$ cat src/rtl/rr_arbiter.sv
// rr_arbiter: registered N-way request arbiter with round-robin or fixed
// priority selection, a grant/ack handshake and a rotating priority pointer.
// Optional grant timeout is compiled in when RR_ARBITER_TIMEOUT_EN is defined;
// without it the timeout output is tied low and grants hold until ack.
module rr_arbiter #(
  parameter int N       = 4,
  parameter bit MSB     = 1'b1,
  parameter int TIMEOUT = 16
) (
  input  logic                 clk,
  input  logic                 rst_n,
  input  logic [N-1:0]         req,
  input  logic                 rr_en,
  input  logic                 ack,
  output logic [N-1:0]         gnt,
  output logic                 gnt_vld,
  output logic [$clog2(N)-1:0] gnt_idx,
  output logic                 timeout
);

  localparam int IW = $clog2(N);
  localparam logic [IW-1:0] LAST    = IW'(N - 1);
  localparam logic [IW-1:0] PTR_RST = MSB ? LAST : '0;

  typedef enum logic {
    S_IDLE  = 1'b0,
    S_GRANT = 1'b1
  } state_t;

  state_t          state_q, state_d;
  logic [N-1:0]    gnt_q, gnt_d;
  logic [IW-1:0]   idx_q, idx_d;
  logic [IW-1:0]   ptr_q, ptr_d;

  // Candidate slot gi holds the requester index searched in position gi, so
  // slot 0 is the highest priority and the winner is the lowest set slot.
  logic [IW-1:0]   cand_idx [N];
  logic [N-1:0]    cand_req;
  logic [N-1:0]    win_oh;
  logic [IW-1:0]   win_idx;
  logic            win_found;
  logic            expire;
  logic            arb;

  if (N < 2 || TIMEOUT < 2) begin : g_bad_params
    $error("rr_arbiter: N and TIMEOUT must both be at least 2");
  end

  for (genvar gi = 0; gi < N; gi++) begin : g_cand
    localparam logic [IW-1:0] FIX_IDX = MSB ? IW'(N - 1 - gi) : IW'(gi);
    logic [IW-1:0] rr_idx;
    if (MSB) begin : g_down
      // ptr, ptr-1, ... wrapping from 0 back to N-1
      assign rr_idx = (ptr_q >= IW'(gi)) ? ptr_q - IW'(gi) : ptr_q + IW'(N - gi);
    end else begin : g_up
      // ptr, ptr+1, ... wrapping from N-1 back to 0
      assign rr_idx = (ptr_q >= IW'(N - gi)) ? ptr_q - IW'(N - gi) : ptr_q + IW'(gi);
    end
    assign cand_idx[gi] = rr_en ? rr_idx : FIX_IDX;
    assign cand_req[gi] = req[cand_idx[gi]];
    assign win_oh[gi]   = win_found && (win_idx == IW'(gi));
  end

  // Priority pick: the first set candidate slot wins.
  always_comb begin
    win_found = |cand_req;
    win_idx   = '0;
    for (int i = N - 1; i >= 0; i--) begin
      if (cand_req[i]) win_idx = cand_idx[i];
    end
  end

  // An arbitration happens whenever the resource is free or being released.
  assign arb = (state_q == S_IDLE) || ack || expire;

`ifdef RR_ARBITER_TIMEOUT_EN
  localparam int CW = $clog2(TIMEOUT + 1);
  logic [CW-1:0] cnt_q, cnt_d;
  logic          timeout_q;

  // Grant is revoked after TIMEOUT cycles of holding without ack; ack wins a tie.
  assign expire = (state_q == S_GRANT) && !ack && (cnt_q == CW'(TIMEOUT - 1));

  // Hold counter restarts on every arbitration and counts cycles held.
  always_comb begin
    cnt_d = cnt_q;
    if (arb)                      cnt_d = '0;
    else if (state_q == S_GRANT)  cnt_d = cnt_q + 1'b1;
  end

  // Hold counter and timeout pulse registers.
  always_ff @(posedge clk) begin
    if (!rst_n) begin
      cnt_q     <= '0;
      timeout_q <= 1'b0;
    end else begin
      cnt_q     <= cnt_d;
      timeout_q <= expire;
    end
  end

  assign timeout = timeout_q;
`else
  assign expire  = 1'b0;
  assign timeout = 1'b0;
`endif

  // State, grant and pointer registers.
  always_ff @(posedge clk) begin
    if (!rst_n) begin
      state_q <= S_IDLE;
      gnt_q   <= '0;
      idx_q   <= '0;
      ptr_q   <= PTR_RST;
    end else begin
      state_q <= state_d;
      gnt_q   <= gnt_d;
      idx_q   <= idx_d;
      ptr_q   <= ptr_d;
    end
  end

  // Next state: re-arbitrate when free or released, otherwise hold.
  always_comb begin
    state_d = state_q;
    if (arb) state_d = win_found ? S_GRANT : S_IDLE;
  end

  // Next grant and pointer; pointer moves past the winner only in round robin.
  always_comb begin
    gnt_d = gnt_q;
    idx_d = idx_q;
    ptr_d = ptr_q;
    if (arb) begin
      if (win_found) begin
        gnt_d = win_oh;
        idx_d = win_idx;
        if (rr_en) begin
          if (MSB) ptr_d = (win_idx == '0) ? LAST : win_idx - 1'b1;
          else     ptr_d = (win_idx == LAST) ? '0 : win_idx + 1'b1;
        end
      end else begin
        gnt_d = '0;
        idx_d = '0;
      end
    end
  end

  assign gnt     = gnt_q;
  assign gnt_vld = (state_q == S_GRANT);
  assign gnt_idx = idx_q;

endmodule

$ cat config.mk
export PLATFORM = sky130hd
export DESIGN_NAME = rr_arbiter
export DESIGN_NICKNAME = d
export VERILOG_FILES = /design/src/rtl/rr_arbiter.sv
export SDC_FILE = /design/constraint.sdc
export NUM_CORES = 1
export LEC_CHECK = 0
export CORE_AREA = 2 2 43 45
export DETAILED_ROUTE_END_ITERATION = 16
export DIE_AREA = 0 0 45 47
export GPL_TIMING_DRIVEN = 0
export PLACE_DENSITY = 0.69
export SETUP_SLACK_MARGIN = 0.3
export SYNTH_ARGS = -nofsm -noshare
export SYNTH_HDL_FRONTEND = slang
export SYNTH_SLANG_ARGS = --single-unit
$ cat constraint.sdc
create_clock -name clk -period 2.1 [get_ports clk]
set_clock_uncertainty 0.15 [all_clocks]
set_input_delay 0.63 -clock clk [delete_from_list [all_inputs] [get_ports clk]]
set_output_delay 0.63 -clock clk [all_outputs]
set_load 0.03 [all_outputs]
==> reports/qor.csv <==
stage;metric;value;unit
power_and_ir_drop;NetSw;0.1898;mW
floorplanning;Die W;45;microns
worst_setup_path;Slowest cell on crit path;mux2i_1;
layout;final core utilization;0.5674;
clock_network;Clk Latency, worst-skew pair;270;ps
detailed_routing;Routed Antenna Nets;0;
clock_network;CTS Sinks;9;
clock_network;clock-pin transition on the worst setup and hold timing paths;60;ps
synthesis;Seq cells post-synth;9;
power_and_ir_drop;Seq pwr share;0.354;
worst_setup_path;Crit path largest cell delay;280;ps
sta;f_max;473.8;MHz
detailed_routing;routed length per placed instance;13.85;microns
placed_design;HPWL Detailed;948;microns
layout;share of post-route cells with drive strength above 1;0.3465;
synthesis;synthesized area per cell;8.182;sq um
floorplanning;# IOs;16;
power_and_ir_drop;PwrDens;597.3;mW/mm^2
worst_setup_path;Setup CP Type;input pin to flip-flop;
detailed_routing;final wirelength;1634;microns
worst_setup_path;endpoint class of the critical path;flip-flop;
synthesis;ys async rst share;0;
floorplanning;total core area;0.001652;sq mm
global_routing;antenna violations before repair;0;
outcome;outcome;finished with violations;
sta;Worst Slack Setup Final;-10.47;ps
sta;min Tclk post-route;2110;ps
detailed_routing;initial DRC count;24;
placed_design;I/O Buffers;13;
synthesis;Synth top area share;0.2897;
power_and_ir_drop;IR drop worst, VDD;394.0;uV
clock_network;root buf cell;clkbuf_4;
sta;Final Setup Violations;1;
placed_design;routability cong.;0.7786;
synthesis;post-synthesis sequential area ratio;0.2897;
floorplanning;Die Y;47;microns
clock_network;Clock Tree Buf Depth;2;
placed_design;placed cell count;106;
worst_setup_path;startpoint class of the critical path;input pin;
global_routing;largest net degree at the start of global routing;11;
worst_setup_path;CP Cell Sequence;buf_8, and2b_1, nor2b_4, a211oi_2, mux2i_1, o21ai_1, ha_2, a22oi_1, nor2b_1;
job;Max Cap Viol;0;
outcome;violated checks;negative setup slack;
layout;final instance area;937.1;sq um
detailed_routing;Avg Vias per Cell;5.627;
clock_network;total CTS buffers;3;
layout;Finished Layout Cells;118;
power_and_ir_drop;Leak Pwr;0.3997;nW
placed_design;DP Worst Slack;-805.7;ps
floorplanning;Site Rows;15;
layout;number of diodes;0;
global_routing;global router's overall resource usage;0.1696;
clock_network;CTS tree;built;
sta;Final Hold Vio Count;0;
sta;max_slew headroom;0.6116;
min_path;HP Class;flip-flop to flip-flop;
power_and_ir_drop;switching part of the total power;0.3390;
synthesis;Area contributors post-synth;dfxtp_1 29%, ha_1 8.0%, nor2b_1 6.0%;
layout;area delta synth->final;50.70;%
power_and_ir_drop;Tot Pwr;0.5597;mW
detailed_routing;drt first pass iters;4;
floorplanning;die area;0.002115;sq mm
synthesis;Cells after Synth;76;
synthesis;top_reg_cell synth;dfxtp_1;
synthesis;Syn Std Cell Area;621.8;sq um
sta;Fin Hold WS;314.9;ps
power_and_ir_drop;Logic pwr share;0.400;
sta;RSZ-0062 raised after global routing;yes;
power_and_ir_drop;clock share of power;0.246;
sta;final setup TNS;-10.47;ps
detailed_routing;routed via count;664;
worst_setup_path;CP arrival;2110;ps
synthesis;Post-synth EDFFs;0;
floorplanning;Starting Density;0.3765;
synthesis;Synth cell types;31;
global_routing;vias in the first global route;593;
global_routing;total global routing overflow;0;
synthesis;dominant cell type by area after synthesis;dfxtp_1;
clock_network;H-tree depth;1;
global_routing;global-route wire length before repair;2573;microns
synthesis;Synthesis Warnings;0;
placed_design;DP Area;794.5;sq um
power_and_ir_drop;internal power;0.3700;mW
sta;worst slew pin tran;577.3;ps
clock_network;Post-CTS Hold Buffers;0;
synthesis;syn_nets;88;
worst_setup_path;Worst Path Max Fanout;6;
detailed_routing;DRC;0;
sta;Tcrit/Tclk final;1.005;
layout;Nets;114;
sta;Max Transition Viols Final;0;
worst_setup_path;Req. time, crit path;2100;ps
layout;number of fillers in the final layout;140;
-- path summary, 6_finish.rpt --
path | end | depth (start not counted) | startpoint | slack [ps]
max | gnt[0]$_SDFFE_PN0P_ | 9 | rr_en | -10
min | gnt_idx[0]$_SDFFE_PN0P_ | 2 | gnt_idx[0]$_SDFFE_PN0P_ | 310
max reg2reg | gnt[0]$_SDFFE_PN0P_ | 9 | ptr_q[0]$_SDFFE_PN1P_ | 0
min reg2reg | gnt_idx[0]$_SDFFE_PN0P_ | 2 | gnt_idx[0]$_SDFFE_PN0P_ | 310
-- per-layer routing --
layer  share of wire  up-vias  global-route usage
met5               0        -                   0
met4           0.012        0             0.03529
met3           0.048        4             0.05769
met2            0.51       14              0.2886
met1            0.43      327              0.2093
li1                -      319                   -
-- cell usage in the layout (no fill, tap or decap), types with 3 or more instances in the layout --
cell type        netlist  routed
buf_4                  1       6
nand3_1                5       4
clkdlybuf4s15_1        0       4
dfxtp_1                9       7
nor2_1                 6       5
o21ai_0                5       4
a22oi_1                4       4
inv_1                  3       3
clkbuf_4               0       3
nand2_1                4       4
dlygate4sd2_1          0       3
buf_6                  1       5
nor2b_1                6       5
-- synthesized netlist by cell type, drive strengths merged, types with 3 or more instances --
cell,n
mux2i,3
ha,4
a22oi,4
o21ai,7
nor2b,6
inv,3
dfxtp,9
clkbuf,3
nand3,5
nand2,4
nor2,6
-- power groups by stage --
stage	Combinational (mW)	Clock [mW]	Sequential (mW)
after global placement	0.175	0	0.200
final	0.224	0.138	0.198
after detailed placement	0.177	0	0.201
after floorplan	0.0948	0	0.224
after CTS	0.204	0.138	0.198
after global routing	0.244	0.146	0.200
-- sequential cells by signal (all words and copies together), names as in the netlist --
register  flops
ptr_q         2
gnt_idx       2
gnt_vld       1
gnt           4
-- cells by family (layout without fill, tap and decap cells) --
group           after synthesis  count (layout)  share of synthesized area
flops                         9               9                     0.2897
fa+ha+maj                     4               4                    0.08049
other cells                   1               1                   0.006030
buf+inv                       8              33                    0.06841
compound gates               21              21                     0.2334
mux                           3               3                    0.04829
simple gates                 30              30                     0.2737
-- final cells by class --
type	instances	area [sq um]	share of cell area
well taps	17	21.27	0.02270
flip-flops and latches	9	182.7	0.1949
multi-input cells	59	460.4	0.4913
clock buffers	4	26.28	0.02804
plain buffers	5	41.29	0.04406
inverters	3	11.26	0.01202
repair buffers	21	193.9	0.2069
-- timing repair --
| action | in CTS | in global routing |
|---|---|---|
| setup buffers | 5 | 2 |
| gates resized for setup | 42 | 8 |
| setup endpoints to repair | 15 | 13 |
| pin swaps | 7 | 5 |
| cloned | 1 | 0 |
-- worst max-delay path: cells and delay by family --
family	cells	cell delay [ps]
compound gates	3	530
mux	1	280
simple gates	3	370
buf+inv	1	100
fa+ha+maj	1	210
Power figures use the tool's default switching activity.
